**src/rtl/fft_frame_ctrl.sv**
```systemverilog
// fft_frame_ctrl: frame sequencer for the streaming FFT datapath.
// Owns the shared sample index, gates datapath advance, runs the input
// handshake for a programmed number of frames, flushes the pipeline and
// tags output samples with valid/last/end.
//
// state | meaning
// IDLE  | waiting for start; datapath frozen, cnt held at 0
// RUN   | accepting samples; en follows in_valid
// FLUSH | LAT enabled steps with no input to drain the datapath
module fft_frame_ctrl #(
  parameter int CBW = 3,
  parameter int LAT = 4,
  parameter int NFW = 8
) (
  input  logic           clk,
  input  logic           rst,
  input  logic           start,
  input  logic [NFW-1:0] nfrm,
  input  logic           abort,
  input  logic           in_valid,
  output logic           in_ready,
  output logic [CBW-1:0] cnt,
  output logic           en,
  output logic           out_valid,
  output logic           out_last,
  output logic           out_end,
  output logic           busy,
  output logic           done
);

  localparam logic [CBW-1:0] CNT_MAX = '1;
  localparam int FW = (LAT > 1) ? $clog2(LAT) : 1;

  typedef enum logic [1:0] {S_IDLE, S_RUN, S_FLUSH} state_t;

  state_t         state, state_nxt;
  logic [NFW-1:0] frames_left;
  logic [FW-1:0]  flush_cnt;
  logic [LAT-1:0] tag_v, tag_last, tag_end;
  logic           accept, at_wrap, last_frame, start_ok, flush_tc;

  assign accept     = (state == S_RUN) & in_valid;
  assign at_wrap    = (cnt == CNT_MAX);
  assign last_frame = (frames_left == NFW'(1));
  assign start_ok   = (state == S_IDLE) & start & ~abort;
  assign flush_tc   = (state == S_FLUSH) & (flush_cnt == '0);

  // State register
  always_ff @(posedge clk or posedge rst) begin
    if (rst) state <= S_IDLE;
    else     state <= state_nxt;
  end

  // Next-state decode; abort overrides everything
  always_comb begin
    state_nxt = state;
    case (state)
      S_IDLE:  if (start_ok && nfrm != '0) state_nxt = S_RUN;
      S_RUN:   if (accept && at_wrap && last_frame) state_nxt = S_FLUSH;
      S_FLUSH: if (flush_tc) state_nxt = S_IDLE;
      default: state_nxt = S_IDLE;
    endcase
    if (abort) state_nxt = S_IDLE;
  end

  // Outputs decoded from state; en and tags are combinational from in_valid in RUN
  always_comb begin
    in_ready  = (state == S_RUN);
    busy      = (state != S_IDLE);
    en        = accept | (state == S_FLUSH);
    out_valid = en & tag_v[LAT-1];
    out_last  = out_valid & tag_last[LAT-1];
    out_end   = out_valid & tag_end[LAT-1];
  end

  // Sample index: advances with every enabled step, returns to 0 when idle
  always_ff @(posedge clk or posedge rst) begin
    if (rst)                cnt <= '0;
    else if (abort)         cnt <= '0;
    else if (flush_tc)      cnt <= '0;
    else if (en)            cnt <= cnt + CBW'(1);
  end

  // Remaining-frame count; decrements on the last sample of each frame
  always_ff @(posedge clk or posedge rst) begin
    if (rst)                                     frames_left <= '0;
    else if (abort)                              frames_left <= '0;
    else if (start_ok && nfrm != '0)             frames_left <= nfrm;
    else if (accept && at_wrap && frames_left != '0)
                                                 frames_left <= frames_left - NFW'(1);
  end

  // Flush timer: preloaded while running, counts down to terminal 0 in FLUSH
  always_ff @(posedge clk or posedge rst) begin
    if (rst)                                 flush_cnt <= FW'(LAT - 1);
    else if (state == S_RUN)                 flush_cnt <= FW'(LAT - 1);
    else if (state == S_FLUSH && !flush_tc)  flush_cnt <= flush_cnt - FW'(1);
  end

  // Tag pipeline mirrors datapath latency; shifts only on enabled steps
  always_ff @(posedge clk or posedge rst) begin
    if (rst) begin
      tag_v    <= '0;
      tag_last <= '0;
      tag_end  <= '0;
    end else if (abort) begin
      tag_v    <= '0;
      tag_last <= '0;
      tag_end  <= '0;
    end else if (en) begin
      tag_v    <= LAT'({tag_v, accept});
      tag_last <= LAT'({tag_last, accept & at_wrap});
      tag_end  <= LAT'({tag_end, accept & at_wrap & last_frame});
    end
  end

  // Done pulse: after the final flush step, or immediately for an empty job
  always_ff @(posedge clk or posedge rst) begin
    if (rst)        done <= 1'b0;
    else if (abort) done <= 1'b0;
    else            done <= flush_tc | (start_ok & (nfrm == '0));
  end

endmodule

```
**config.mk**
```make
export PLATFORM = sky130hd
export DESIGN_NAME = fft_frame_ctrl
export DESIGN_NICKNAME = d
export VERILOG_FILES = /design/src/rtl/fft_frame_ctrl.sv
export SDC_FILE = /design/constraint.sdc
export NUM_CORES = 1
export LEC_CHECK = 0
export ABC_AREA = 1
export BUFFER_PORTS_ARGS = -buffer_cell sky130_fd_sc_hd__buf_4
export CAP_MARGIN = 10
export CORE_UTILIZATION = 51
export CTS_BUF_LIST = sky130_fd_sc_hd__clkbuf_8 sky130_fd_sc_hd__clkbuf_16
export DETAILED_ROUTE_END_ITERATION = 10
export PLACE_DENSITY = 0.86
export SLEW_MARGIN = 0
export SYNTH_ARGS = -nofsm -noshare
export SYNTH_HDL_FRONTEND = slang
export SYNTH_SLANG_ARGS = --single-unit
```
**constraint.sdc**
```tcl
create_clock -name clk -period 1.2 [get_ports clk]
set_input_delay 0.24 -clock clk [delete_from_list [all_inputs] [get_ports clk]]
set_output_delay 0.24 -clock clk [all_outputs]
set_load 0.01 [all_outputs]
```
# Yosys cells after proc, flatten, opt, wreduce, memory -nomap -nowiden
# Index checks and enable logic that the tools add are counted.
totals:
  elab_cells: 68
  in_bits: 13
  ff_bits: 28
op_classes:
  n_mux: 20
  n_reduce_logical: 17
  bitwise: 13
  n_addsub: 3
  n_eq_ne: 7
ops:
  columns: ["operator", "n"]
  rows:
  - ["4-bit 2-to-1 mux", 6]
  - ["8-bit 2-to-1 mux", 3]
  - ["8-bit nonzero test", 2]
  - ["2-bit 2-to-1 mux", 6]
  - ["1-bit bitwise AND", 10]
  - ["3-bit 2-to-1 mux", 3]
  - ["8-bit by 1-bit equality test with 1-bit output (second input constant)", 1]
  - ["8-bit logical NOT", 1]
  - ["8-bit by 1-bit subtractor with 8-bit output (second input constant)", 1]
  - ["3-bit by 2-bit inequality test with 1-bit output (second input constant)", 2]
  - ["2-bit case mux with 3 select lines", 1]
  - ["2-bit nonzero test", 3]
  - ["3-bit nonzero test", 2]
  - ["1-bit logical AND", 5]
  - ["2-bit logical NOT", 2]
  - ["3-bit by 1-bit adder with 3-bit output (second input constant)", 1]
  - ["3-bit equality test (second input constant)", 1]
  - ["3-bit inequality test (second input constant)", 1]
  - ["3-bit AND reduction", 1]
  - ["2-bit by 1-bit equality test with 1-bit output (second input constant)", 1]
  - ["2-bit equality test (second input constant)", 1]
  - ["1-bit OR", 2]
  - ["2-bit by 1-bit subtractor with 2-bit output (second input constant)", 1]
  - ["1-bit logical NOT", 1]
  - ["other kinds (2)", 2]

# Longest topological paths before layout
depth:
  word_depth: 7
  depth_mapped: 10
  depth_no_buf: 9

# Worst setup path before layout
# OpenSTA, ideal clock, no wires.
synth_timing:
  path_kind: "flip-flop to flip-flop"
  start: "reg cnt[0]"
  end: "reg frames_left[0]"
  required_ps: 1134
  path_stages_with_launch: 9
  slack_ps: -182
  arrival_ps: 1316
  path_cell_list: "dfrtp_1 > ha_1 > ha_1 > inv_1 > nor2_2 > o21ai_4 > a21oi_4 > nand2_1 > nand2_1"
synth_via:
  elab_chain_len: 4
synth_rtl:
  columns: ["item", "line_no", "text"]
  rows:
  - ["start: declaration", "22", "output logic [CBW-1:0] cnt,"]
  - ["start signal: assignment", "81", "else if (en) cnt <= cnt + CBW'(1);"]
  - ["3-bit equality test", "43", "assign at_wrap = (cnt == CNT_MAX);"]
  - ["1-bit logical AND (2 in series)", "89", "else if (accept && at_wrap && frames_left != '0)"]
  - ["3-bit nonzero test (no line)", null, null]
  - ["end signal: assignment", "88", "else if (start_ok && nfrm != '0) frames_left <= nfrm;"]
  - ["end signal: assignment", "90", "frames_left <= frames_left - NFW'(1);"]
  - ["end: declaration", "37", "logic [NFW-1:0] frames_left;"]
# No other way between the ends.
# A chain may end at the register's enable or synchronous reset.

# Worst setup path in the final report
layout_timing:
  start: "reg state[0]"
  end: "out out_last"
layout_via:
  elab_chain_len: 5
  word_cells_on_any_way: 6
layout_rtl:
  columns: ["item", "line_no", "text"]
  rows:
  - ["start: declaration", "36", "state_t state, state_nxt;"]
  - ["start signal: assignment", "51", "else state <= state_nxt;"]
  - ["2-bit by 1-bit equality test with 1-bit output", "42", "assign accept = (state == S_RUN) & in_valid;"]
  - ["1-bit bitwise AND", "42", null]
  - ["1-bit OR *", "70", "en = accept | (state == S_FLUSH);"]
  - ["1-bit bitwise AND *", "71", "out_valid = en & tag_v[LAT-1];"]
  - ["1-bit bitwise AND *", "72", "out_last = out_valid & tag_last[LAT-1];"]
  - ["end: declaration", "25", "output logic out_last,"]
# Mark *: on every way between the ends. The rest lies on a longest branch, timed or not.

==> impl_metrics.env <==
export IMPL_status="finished, violations left"
export IMPL_violated_checks="negative setup slack"
export IMPL_max_slew_margin_pct=82.3
export IMPL_power_switching_mw=0.763
export IMPL_synth_edf_count=0
export IMPL_max_frequency_mhz=624
export IMPL_yosysWarnings=0
export IMPL_worst_skew_pair_late_latency_ps=280
export IMPL_cellLeakagePower_nw=1.40
export IMPL_r2r_end="tag_end[1]$_DFFE_PP0P_"
export IMPL_grt_overflow=0
export IMPL_crit_cells=6
export IMPL_yosysSeqAreaShare_pct=41.0
export IMPL_path_cells="buf_6 -> nand3_4 -> nand2_4 -> inv_4 -> nor3_2 -> buf_4"
export IMPL_chipHeight_um=60.0
export IMPL_worst_r2r_setup_slack_ps=-380
export IMPL_area_growth_synth_to_final_pct=54.6
export IMPL_unrepaired_setup_endpoints_after_global_routing="true"
export IMPL_comb_power_share_pct=30.8
export IMPL_cts_root_buf="clkbuf_8"
export IMPL_number_of_cts_inserted_buffers=3
export IMPL_hold_violations=0
export IMPL_preCtsSetupSlack_ps=-152
export IMPL_die_area_mm2=0.00360
export IMPL_min_cycle_time_layout_ps=1600
export IMPL_core_area_mm2=0.00313
export IMPL_synth_lib_cells_used_distinct=30
export IMPL_crit_arrival_ps=1360
export IMPL_row_count=20
export IMPL_ys_flop_type="dfrtp_1"
export IMPL_drc_markers=0
export IMPL_cts_clk_slew_worst_paths_ps=90
export IMPL_cpMaxStageDelayCell="dfrtp_1"
export IMPL_worst_r2r_startpoint="state[0]$_DFFE_PP0P_"
export IMPL_nets=316
export IMPL_grt_util_all_layers_pct=28.0
export IMPL_routed_wire_length_per_instance_um=15.3
export IMPL_worstMarginPinSlew_ps=265
export IMPL_grt_first_pass_wirelength_um=7380
export IMPL_finalMaxSlewViolations=0
export IMPL_floorplan_die_width_um=60.0
export IMPL_mostFrequentLayoutCell="buf_4"
export IMPL_path_buf_inv=3
export IMPL_deepest_level_of_the_cts_h_tree=1
export IMPL_p_per_area_mw_per_mm2=961
export IMPL_holdWs_ps=292
export IMPL_postSynthRegisterBits=28
export IMPL_syn_cell_area_mm2=0.00172
export IMPL_report_final_setup_viol=33
export IMPL_largest_stage_delay_on_the_critical_path_ps=420
export IMPL_hold_path_class="in2reg"
export IMPL_synth_nets=239
export IMPL_port_buffers=22
export IMPL_tritoncts_num_sinks=28
export IMPL_worst_ir_drop_vdd_mv=0.612
export IMPL_clk_path_buf_depth=2
export IMPL_top_ports=23
export IMPL_final_cell_mix="56 x buf_4, 49 x nand2_1, 26 x dfrtp_1, 25 x inv_1, 18 x buf_6"
export IMPL_syn_mean_instance_area_um2=7.80
export IMPL_min_period_over_period_pct=133
export IMPL_worst_hold_path_num_cells=5
export IMPL_hp_start="nfrm[3]"
export IMPL_final_critical_path_setup_slack_ps=-401
export IMPL_rr_worst_depth=9
export IMPL_final_setup_skew_ps=6.16
export IMPL_clkPwrFrac_pct=29.8
export IMPL_grt_antenna_before_repair=0
export IMPL_post_dp_hpwl_um=3090
export IMPL_worstPathMaxFanout=4
export IMPL_critPathKind="reg2out"
export IMPL_vias=1802
export IMPL_intPower_mw=1.78
export IMPL_async_flop_share_pct=100
export IMPL_cp_top_family="flip-flops"
export IMPL_drt_first_iter_violations=114
export IMPL_ant_nets=0
export IMPL_synthCells=220
export IMPL_crit_required_ps=960
export IMPL_hold_end="frames_left[3]$_DFFE_PP0P_"
export IMPL_critical_path_startpoint_type="flop"
export IMPL_antenna_cells=0
export IMPL_grt_max_degree=29
export IMPL_post_route_cells_drive_above_1_share_pct=48.0
export IMPL_via_per_inst=5.30
export IMPL_globalplace_congestion=0.849
export IMPL_cts_tree="yes"
export IMPL_first_pass_iters=5
export IMPL_drv_max_cap_violation_count=0
export IMPL_timing_critical_path_to_type="primary output"
export IMPL_start_util_pct=54.8
export IMPL_grt_pass1_vias=1695
export IMPL_routed_wirelength_um=5190
export IMPL_power_frac_seq_pct=39.4
export IMPL_netSwitchingFraction_pct=29.9
## how the worst max path moves through the flow
stage / end / startpoint / slack [ps]
after floorplan: frames_left[0]$_DFFE_PP0P_ / cnt[1]$_DFFE_PP0P_ / -120
after global placement: frames_left[0]$_DFFE_PP0P_ / cnt[1]$_DFFE_PP0P_ / -90
after detailed placement: frames_left[0]$_DFFE_PP0P_ / cnt[1]$_DFFE_PP0P_ / -150
after CTS: out_last / state[0]$_DFFE_PP0P_ / -350
after global routing: out_end / state[1]$_DFFE_PP0P_ / -470
final: out_last / state[0]$_DFFE_PP0P_ / -400
## tightest hold or removal path: cells and delay by family
kind | cells | cell delay, ps
buf+inv | 1 | 80
simple gates | 4 | 230
## through the flow
step	total power, mW	setup TNS, ps	instance area, µm²	util [%]	std cells
finish	2.55	-9210	2650	84.8	340
global route	2.64	-10840	2650	84.8	340
CTS	2.47	-5620	2520	80.5	338
detailed placement	1.67	-2200	2310	73.7	324
global placement	1.65	-1180	2310	73.7	324
floorplan	1.41	-1410	1790	-	220
## kinds of logic after synthesis
| kind of cell | Yosys count | synth area share [%] |
|---|---|---|
| flops | 28 | 41.0 |
| compound gates | 21 | 8.90 |
| xor+xnor | 1 | 0.511 |
| simple gates | 121 | 34.0 |
| buf+inv | 43 | 11.2 |
| fa+ha+maj | 6 | 4.38 |
## cell usage after synthesis (all sizes together) (2+ instances only)
library cell  number  share of area, %
nand2             64                15
nand4             10               3.6
dfstp              2               3.1
inv               38               8.6
buf                4               2.4
ha                 6               4.4
a22oi              4               1.8
a21oi              4               1.8
o21ai             13               5.3
nand3             21               7.1
dfrtp             26                38
nor2              22               6.9
nor3               3              0.88
## flip-flops by register name, summed over array words and instances (netlist names)
name         cells
flush_cnt        2
done             1
state            2
tag_last         4
tag_v            4
cnt              3
tag_end          4
frames_left      8
## what timing repair did
item | 4_1_cts | 5_1_grt
hold buffers | 1 | 0
setup buffers | 9 | 2
resized for setup | 21 | 36
endpoints found under the setup margin | 31 | 36
pin swaps | 11 | 20
endpoints found under the hold margin | 26 | 0
## layer usage
layer  track usage (%)  vias up  share of wire (%)
met1              34.9      844                 38
met4              11.3        0                2.2
met3              2.60       15                5.9
met5                 0        -                  0
met2              49.4       88                 54
li1                  -      855                  -
## final cells by class
type                       count  area (µm²)
clock buffer                   3        41.3
multi-input combinational    149         998
tap                           44        55.1
fill                         155         477
clock inverter                 1        30.0
timing repair buffer          77         673
inverter                      38         150
sequential                    28         703
## power by group through the flow
stage / logic, mW / registers (mW) / clock network (mW)
final: 0.785 / 1.00 / 0.759
after global routing: 0.844 / 1.01 / 0.792
after CTS: 0.708 / 1.00 / 0.759
after detailed placement: 0.654 / 1.02 / 0
after global placement: 0.628 / 1.02 / 0
after floorplan: 0.385 / 1.03 / 0
Note: power is estimated with default switching activity, not from simulation.
